**src/rtl/ad9226_sample.sv**
```systemverilog
`default_nettype none
// ============================================================================
//  Module   : ad9226_sample
//  Purpose  : AD9226 capture front-end. Narrows 12-bit ADC words to 8 bits,
//             detects a rising crossing of a trigger level, writes a burst of
//             SAMPLE_LEN samples to a display buffer, then holds off for
//             HOLDOFF cycles before re-arming.
//  Revision : 1.0  initial release
// ============================================================================
module ad9226_sample #(
  parameter int unsigned SAMPLE_LEN = 1024,
  parameter int unsigned TRIG_LEVEL = 127,
  parameter int unsigned HOLDOFF    = 25_000_000
) (
  input  logic        adc_clk,
  input  logic        rst,
  input  logic [11:0] adc_data,
  output logic        adc_buf_wr,
  output logic [11:0] adc_buf_addr,
  output logic [7:0]  adc_buf_data,
  output logic [7:0]  adc_data_narrow,
  output logic [7:0]  adc_data_narrow_d0
);

  localparam logic [1:0]  c_st_idle     = 2'd0;
  localparam logic [1:0]  c_st_sample   = 2'd1;
  localparam logic [1:0]  c_st_wait     = 2'd2;

  localparam logic [7:0]  c_trig_level  = 8'(TRIG_LEVEL);
  localparam logic [11:0] c_sample_last = 12'(SAMPLE_LEN - 1);
  localparam logic [31:0] c_wait_last   = 32'(HOLDOFF - 1);

  logic [1:0]  state_q,      state_d;
  logic [11:0] sample_cnt_q, sample_cnt_d;
  logic [31:0] wait_cnt_q,   wait_cnt_d;
  logic        wr_q,         wr_d;
  logic [11:0] addr_q,       addr_d;
  logic [7:0]  data_q,       data_d;
  logic [7:0]  narrow_q,     narrow_d;
  logic [7:0]  narrow_d0_q,  narrow_d0_d;
  logic        trig;

  // The four LSBs are dropped by design (plain truncation, no rounding).
  logic [3:0]  unused_adc_lsbs;
  assign unused_adc_lsbs = adc_data[3:0];

  // Narrowing pipeline runs every cycle, independent of the capture state.
  always_comb begin
    narrow_d    = adc_data[11:4];
    narrow_d0_d = narrow_q;
  end

  // Rising crossing: previous sample below the level, current at or above it.
  assign trig = (narrow_d0_q < c_trig_level) && (narrow_q >= c_trig_level);

  // Capture state machine: arm, burst-write, hold off.
  always_comb begin
    state_d      = state_q;
    sample_cnt_d = sample_cnt_q;
    wait_cnt_d   = wait_cnt_q;
    wr_d         = 1'b0;
    addr_d       = addr_q;
    data_d       = data_q;
    case (state_q)
      c_st_idle: begin
        if (trig) begin
          state_d      = c_st_sample;
          sample_cnt_d = 12'd0;
        end
      end
      c_st_sample: begin
        wr_d   = 1'b1;
        addr_d = sample_cnt_q;
        data_d = narrow_q;
        if (sample_cnt_q == c_sample_last) begin
          state_d    = c_st_wait;
          wait_cnt_d = 32'd0;
        end else begin
          sample_cnt_d = sample_cnt_q + 12'd1;
        end
      end
      c_st_wait: begin
        wait_cnt_d = wait_cnt_q + 32'd1;
        if (wait_cnt_q == c_wait_last) begin
          state_d = c_st_idle;
        end
      end
      default: begin
        state_d = c_st_idle;
      end
    endcase
  end

  // State and output registers; reset aborts any burst in progress.
  always_ff @(posedge adc_clk or negedge rst) begin
    if (!rst) begin
      state_q      <= c_st_idle;
      sample_cnt_q <= 12'd0;
      wait_cnt_q   <= 32'd0;
      wr_q         <= 1'b0;
      addr_q       <= 12'd0;
      data_q       <= 8'd0;
      narrow_q     <= 8'd0;
      narrow_d0_q  <= 8'd0;
    end else begin
      state_q      <= state_d;
      sample_cnt_q <= sample_cnt_d;
      wait_cnt_q   <= wait_cnt_d;
      wr_q         <= wr_d;
      addr_q       <= addr_d;
      data_q       <= data_d;
      narrow_q     <= narrow_d;
      narrow_d0_q  <= narrow_d0_d;
    end
  end

  assign adc_buf_wr         = wr_q;
  assign adc_buf_addr       = addr_q;
  assign adc_buf_data       = data_q;
  assign adc_data_narrow    = narrow_q;
  assign adc_data_narrow_d0 = narrow_d0_q;

endmodule
`default_nettype wire

```
**config.mk**
```make
export PLATFORM = sky130hd
export DESIGN_NAME = ad9226_sample
export DESIGN_NICKNAME = d
export VERILOG_FILES = /design/src/rtl/ad9226_sample.sv
export SDC_FILE = /design/constraint.sdc
export NUM_CORES = 1
export LEC_CHECK = 0
export BUFFER_PORTS_ARGS = -buffer_cell sky130_fd_sc_hd__buf_2
export CAP_MARGIN = 15
export CORE_UTILIZATION = 49
export DETAILED_ROUTE_END_ITERATION = 16
export GPL_TIMING_DRIVEN = 0
export PLACE_DENSITY = 0.7
export SETUP_SLACK_MARGIN = 0.1
export SYNTH_ARGS = -nofsm -noshare
export SYNTH_HDL_FRONTEND = slang
export SYNTH_SLANG_ARGS = --single-unit
export TNS_END_PERCENT = 30
```
**constraint.sdc**
```tcl
create_clock -name adc_clk -period 5.1 [get_ports adc_clk]
set_input_delay 0.51 -clock adc_clk [delete_from_list [all_inputs] [get_ports adc_clk]]
set_output_delay 0.51 -clock adc_clk [all_outputs]
set_load 0.05 [all_outputs]
```
==> summary.md, run 1 <==
| Metric | Value |
|---|---|
| WS Path Type | `flip-flop to flip-flop` |
| Max transition margin | `59.2%` |
| Wire per inst | `14.8 um` |
| Non-Filler Cell Area, Final | `4280 sq um` |
| Clk buf depth | `2` |
| Syn Inst Count | `366` |
| Asr flop ratio synth | `100%` |
| Final net count | `441` |
| Nature of the critical path startpoint | `flip-flop` |
| Max-cap viol count | `0` |
| P_leak | `2.00 nW` |
| Least-Margin Pin Slew | `0.607 ns` |
| Most common cell after layout, fill and taps aside | `nand2_1` |
| Rows | `31` |
| Detailed-route via count | `2922` |
| Starting density of the core | `50.8%` |
| Post-synthesis adder-cell area fraction | `0.679%` |
| Dpl hpwl | `5440 um` |
| Synthesized area | `3680 sq um` |
| CTS H-tree depth | `3` |
| Synth Area in XOR/XNOR | `0.476%` |
| Port bufs | `46` |
| Global placer's final weighted congestion | `0.790` |
| CP endpoint kind | `flip-flop` |
| Layout cell share with drive strength beyond 1 | `19.1%` |
| Compound-Gate Fraction of Synth Area | `10.4%` |
| Pre-CTS WS | `2.74 ns` |
| Slew Viols, Final | `0` |
| Synth Register Bits | `83` |
| Antenna Nets Post-Route | `0` |
| Vias/cell | `5.52` |
| Simple-gate share of the synthesized area | `26.2%` |
| First-pass GRT wire length | `13300 um` |
| DR WL met3 | `409 um` |
| Largest net degree at the start of global routing | `70` |
| Die width | `88.7 um` |
| Fin crit period | `2.37 ns` |
| Area grow syn2layout | `16.1%` |
| Min Hold Slack | `0.250 ns` |
| Total track usage | `22.5%` |
| Final period util | `46.4%` |
| Max Used Layer | `met4` |
| Dpl cells | `512` |
| Remaining DRCs | `0` |
| Initial DRC count | `214` |
| Clock slew at reported path FFs | `0.09 ns` |
| CP max FO | `10` |
| GR Overflow Total | `0` |
| Post-Layout Cell Count | `529` |
| Largest family of logic cells by synthesized area | `simple AND/OR/NAND/NOR gates` |
| Placed cell area | `4070 sq um` |
| Number of setup violations in the final report | `0` |
| Pwr dens | `380 nW/um^2` |
| Yosys cell types | `48` |
| Root buffer cell | `clkbuf_8` |
| Worst path required time | `5.38 ns` |
| Detailed Routing Iterations Pass 1 | `4` |
| Status | `complete, no violations` |
| Number of flops mapped to enable cells by yosys | `0` |
| DIE AREA | `7870 sq um` |
| Layout Skew | `0.0119 ns` |
| CTS tree | `yes` |
| Final Util | `59.0%` |
| Clk_lat worst skew | `0.36 ns` |
| Inserted Clock Buffers | `9` |
| Vias in the first global route | `2750` |
| Setup WS post-layout | `2.73 ns` |
| Detailed Route WL | `7800 um` |
| Final antenna diode count | `0` |
| Initial antenna violation count | `0` |
| Fmax | `422 MHz` |
| VDD IR max | `270 uV` |
| Ys Warns | `0` |
| Highest-count cells in the layout ignoring fill and taps | `nand2_1, dfrtp_1, buf_2` |
| WP data arrival | `2.65 ns` |
| Syn Nets | `382` |
| Wl on met1 | `3740 um` |
| Setup TNS | `0 ns` |
| Top Ports | `51` |
| Post-synthesis mux area share | `3.91%` |
| Final Hold Fails | `0` |
| RSZ-0062 raised after global routing | `false` |
| Top_reg_cell synth | `dfrtp_1` |
| # clock sinks | `83` |
| Die Y | `88.7 um` |
| HP Class | `input pin to flip-flop` |
| PnR Total Power | `1.63 mW` |
| Mean post-synth cell area | `10.1 sq um` |
| Seq/Total Area, Yosys | `56.4%` |
| Met2 WL post-DR | `3620 um` |
| Core box area | `7250 sq um` |
[metal layers]
metal,GRT usage [%],vias up
li1,-,1433
met1,30.0,1422
met2,34.6,65
met3,7.74,2
met4,7.04,0
met5,0,-
[final timing paths]
path / slack (ns) / cells after the start / startpoint / to
setup / recovery: 2.73 / 8 / sample_cnt_q[0] / sample_cnt_q[7]
hold / removal: 0.25 / 1 / adc_data[10] / adc_data_narrow[6]
setup reg to reg: 2.73 / 8 / sample_cnt_q[0] / sample_cnt_q[7]
hold reg to reg: 0.42 / 0 / adc_data_narrow[1] / adc_data_narrow_d0[1]
max in group asynchronous: 3.97 / 3 / rst / adc_buf_addr[5]
min in group asynchronous: 0.55 / 2 / rst / wait_cnt_q[15]
[cells by family after synthesis]
| kind of cell | after synthesis |
|---|---|
| fa+ha+maj | 2 |
| mux | 14 |
| buf+inv | 17 |
| simple gates | 193 |
| compound gates | 55 |
| flops | 83 |
| xor+xnor | 2 |
[cell usage after synthesis (all sizes together) (2+ instances only)]
| master | count | share of area (%) |
|---|---|---|
| a21boi | 4 | 0.82 |
| a21oi | 2 | 0.27 |
| a2bb2oi | 3 | 0.71 |
| a31oi | 4 | 0.68 |
| and2 | 3 | 0.51 |
| and3 | 11 | 2.2 |
| and4 | 4 | 1.0 |
| buf | 2 | 0.24 |
| clkbuf | 10 | 1.3 |
| dfrtp | 83 | 56 |
| ha | 2 | 0.68 |
| inv | 5 | 0.51 |
| mux2 | 3 | 0.92 |
| mux2i | 11 | 3.0 |
| nand2 | 88 | 9.0 |
| nand2b | 2 | 0.34 |
| nand3 | 33 | 5.1 |
| nand4 | 10 | 1.7 |
| nor2 | 18 | 1.8 |
| nor2b | 2 | 0.34 |
| nor3 | 6 | 0.82 |
| nor4 | 7 | 1.4 |
| nor4b | 2 | 0.48 |
| o211ai | 9 | 1.8 |
| o21ai | 15 | 2.0 |
| o21bai | 2 | 0.41 |
| o31ai | 12 | 2.6 |
| or3 | 2 | 0.34 |
| or4 | 3 | 0.61 |
[sequential cells by signal, indices dropped and copies added, names as in the netlist]
register and flops:
wait_cnt_q 32, sample_cnt_q 12, state_q 2, adc_buf_addr 12, adc_data_narrow_d0 8, adc_buf_wr 1, adc_buf_data 8, adc_data_narrow 8
[worst max-delay path, stage by stage (launching register included)]
cell and delay [ns]:
dfrtp_1 0.43, ha_1 0.21, and4_1 0.19, clkbuf_1 0.22
nand3_2 0.17, o31ai_2 0.44, nand2b_1 0.15, clkbuf_1 0.27
a31oi_1 0.22
[area by class of cell]
type	count	area (sq um)
fillers	642	2980
flip-flops and latches	83	2080
multi-input cells	266	1530
repair buffers	48	270
clock buffers	10	128
well taps	99	124
clock inverters	6	72.6
plain buffers	12	56.3
inverters	5	18.8
[what timing repair did]
| item | 4_1_cts | 5_1_grt |
|---|---|---|
| hold buffers | 1 | 0 |
| hold endpoints to repair | 14 | 0 |
| gates resized for setup | 0 | 0 |
| buffers inserted | 0 | 0 |
[power by group]
part	internal (mW)	total (mW)	switching, mW
clock network	0.233	0.482	0.250
logic	0.0951	0.356	0.261
registers	0.727	0.788	0.0609
total	1.06	1.63	0.571
(Power assumes the default switching activity.)
==> run 2, diff against run 1 <==
==> constraint.sdc (replaced) <==
create_clock -name adc_clk -period 2.45 [get_ports adc_clk]
set_input_delay 0.245 -clock adc_clk [delete_from_list [all_inputs] [get_ports adc_clk]]
set_output_delay 0.245 -clock adc_clk [all_outputs]
set_load 0.05 [all_outputs]
==> summary.md, run 2 (synthesized netlist as in run 1, its figures left out) <==
| Metric | Value |
|---|---|
| Status | `complete, no violations (unchanged)` |
| Slowest cell on crit path | `nor4_2 (was o31ai_2)` |
| WP data arrival | `2.46 ns (was 2.65 ns)` |
| Switching part of the total | `35.1% (about the same)` |
| CTS tree | `yes (unchanged)` |
| Detailed Route WL | `8000 um (was 7800 um)` |
| CP max FO | `5 (was 10)` |
| Fin crit period | `2.22 ns (was 2.37 ns)` |
| Reg with most FFs | `wait_cnt_q (unchanged)` |
| Area grow syn2layout | `19.4% (was 16.1%)` |
| Worst path required time | `2.69 ns (was 5.38 ns)` |
| Wire per inst | `14.8 um (about the same)` |
| Port bufs | `46 (unchanged)` |
| Clock slew at reported path FFs | `0.09 ns (about the same)` |
| Int Pwr | `2.21 mW (was 1.06 mW)` |
| GR Overflow Total | `0 (unchanged)` |
| Initial antenna violation count | `0 (unchanged)` |
| Setup TNS | `0 ns (unchanged)` |
| Nature of the critical path startpoint | `flip-flop (unchanged)` |
| RSZ-0062 raised after global routing | `true (was false)` |
| Final Util | `60.6% (was 59.0%)` |
| Top Ports | `51 (unchanged)` |
| PnR Total Power | `3.40 mW (was 1.63 mW)` |
| Dpl cells | `512 (unchanged)` |
| Final period util | `90.5% (was 46.4%)` |
| Number of setup violations in the final report | `0 (unchanged)` |
| First-pass GRT wire length | `13500 um (was 13300 um)` |
| Pwr dens | `774 nW/um^2 (was 380 nW/um^2)` |
| # clock sinks | `83 (unchanged)` |
| Global routing's busiest layer | `met2 (unchanged)` |
| Final Hold Fails | `0 (unchanged)` |
| Fill count | `619 (was 642)` |
| DIE AREA | `7870 sq um (unchanged)` |
| Most common cell after layout, fill and taps aside | `nand2_1 (unchanged)` |
| Final net count | `453 (was 441)` |
| Met2 usage | `35.4% (was 34.6%)` |
| Largest stage delay, worst path | `0.49 ns (was 0.44 ns)` |
| Clk_lat worst skew | `0.36 ns (about the same)` |
| Remaining DRCs | `0 (unchanged)` |
| Detailed Routing Iterations Pass 1 | `7 (was 4)` |
| P_leak | `2.05 nW (was 2.00 nW)` |
| Slew Viols, Final | `0 (unchanged)` |
| Crit-path cells | `ha_1 > and4_1 > clkbuf_1 > nand3_2 > nor4_2 > nor2_1 > mux2_2 (was ha_1 > and4_1 > clkbuf_1 > nand3_2 > o31ai_2 > nand2b_1 > clkbuf_1 > a31oi_1)` |
| Rows | `31 (unchanged)` |
| Least-Margin Pin Slew | `0.602 ns (was 0.607 ns)` |
| Vias in the first global route | `2813 (was 2750)` |
| Sequential Power Share | `48.3% (was 48.5%)` |
| Inserted Clock Buffers | `9 (unchanged)` |
| Min Hold Slack | `0.283 ns (was 0.250 ns)` |
| Max reg flops | `32 (unchanged)` |
| Initial DRC count | `205 (was 214)` |
| Die Y | `88.7 um (unchanged)` |
| Layout Skew | `0.0115 ns (was 0.0119 ns)` |
| Clk buf depth | `2 (unchanged)` |
| Worst R2R Setup Slack | `0.23 ns (was 2.73 ns)` |
| Fmax | `451 MHz (was 422 MHz)` |
| Root buffer cell | `clkbuf_8 (unchanged)` |
| CP endpoint kind | `flip-flop (unchanged)` |
| Max-cap viol count | `0 (unchanged)` |
| Highest-count cells in the layout ignoring fill and taps | `nand2_1, dfrtp_1, buf_2 (unchanged)` |
| Comb pwr share | `22.3% (was 21.9%)` |
| Dpl hpwl | `5440 um (unchanged)` |
| Final antenna diode count | `0 (unchanged)` |
| Max transition margin | `59.5% (was 59.2%)` |
| HP Class | `input pin to asynchronous set/reset pin (was input pin to flip-flop)` |
| VDD IR max | `564 uV (was 270 uV)` |
| CTS H-tree depth | `3 (unchanged)` |
| Die width | `88.7 um (unchanged)` |
| Clock power frac | `29.5% (was 29.7%)` |
| Total track usage | `22.8% (was 22.5%)` |
| Reg2reg path depth | `7 (was 8)` |
| Starting density of the core | `50.8% (unchanged)` |
| Vias/cell | `5.54 (was 5.52)` |
| Post-Layout Cell Count | `541 (was 529)` |
| Reg2reg start | `sample_cnt_q[0] (unchanged)` |
| Antenna Nets Post-Route | `0 (unchanged)` |
| Largest net degree at the start of global routing | `70 (unchanged)` |
| WS Path Type | `flip-flop to flip-flop (unchanged)` |
| Core box area | `7250 sq um (unchanged)` |
| Met1 GRT Util | `30.5% (was 30.0%)` |
| Sw power | `1.19 mW (was 0.571 mW)` |
| Detailed-route via count | `2995 (was 2922)` |
| Layout cell share with drive strength beyond 1 | `19.7% (was 19.1%)` |
| Global placer's final weighted congestion | `0.790 (unchanged)` |
| GR Layer Usage met3 | `7.74% (unchanged)` |
| Worst r2r dst | `wait_cnt_q[5] (was sample_cnt_q[7])` |
-- run 2: what timing repair did --
item | CTS | global route
pin swaps | 0 | 2
hold endpoints to repair | 22 | 0
hold buffers | 9 | 0
gates resized for setup | 1 | 2
endpoints found under the setup margin | 6 | 24
setup buffers | 0 | 4
-- run 2: layout make-up --
cell class | instances | area [sq um] | share of cell area, %
Multi-Input combinational cell | 266 | 1540 | 35.0
Clock inverter | 6 | 72.6 | 1.65
Clock buffer | 10 | 128 | 2.90
Buffer | 12 | 57.6 | 1.31
Inverter | 5 | 18.8 | 0.427
Tap cell | 99 | 124 | 2.82
Sequential cell | 83 | 2080 | 47.2
Timing Repair Buffer | 60 | 380 | 8.65
-- run 2: through the flow --
step	setup WS, ns	instance area [sq um]
after floorplan	0.476	3680
after global placement	0.0907	4040
after detailed placement	0.0868	4070
after CTS	0.198	4370
after global routing	0.0473	4400
final	0.233	4400
-- run 2: worst max-delay path: cells and delay by family, from the launching register on --
family                     cells  cell delay [ns]
and+or+nand+nor                4             0.97
muxes                          1             0.28
adders and majority gates      1             0.21
DFF                            1             0.43
buffers and inverters          1             0.22
-- run 2: worst max path at each step --
stage / slack [ns] / cells past startpoint / from / to
after detailed placement: 0.09 / 8 / sample_cnt_q[0] / sample_cnt_q[3]
after CTS: 0.20 / 8 / sample_cnt_q[0] / sample_cnt_q[3]
after floorplan: 0.48 / 8 / sample_cnt_q[0] / sample_cnt_q[7]
after global placement: 0.09 / 8 / sample_cnt_q[0] / sample_cnt_q[7]
final: 0.23 / 7 / sample_cnt_q[0] / wait_cnt_q[5]
after global routing: 0.05 / 7 / sample_cnt_q[0] / wait_cnt_q[10]
-- run 2: power groups by stage --
stage	sequential [mW]	combinational, mW	clock [mW]
final	1.64	0.757	1.00
after global routing	1.66	0.822	1.09
after CTS	1.64	0.760	1.04
after detailed placement	1.66	0.747	0
after global placement	1.66	0.729	0
after floorplan	1.96	0.232	0
-- run 2: layer usage --
layer | up-vias | wire length (um)
li1 | 1451 | -
met1 | 1457 | 3820
met2 | 77 | 3660
met3 | 10 | 433
met5 | - | 0
met4 | 0 | 85
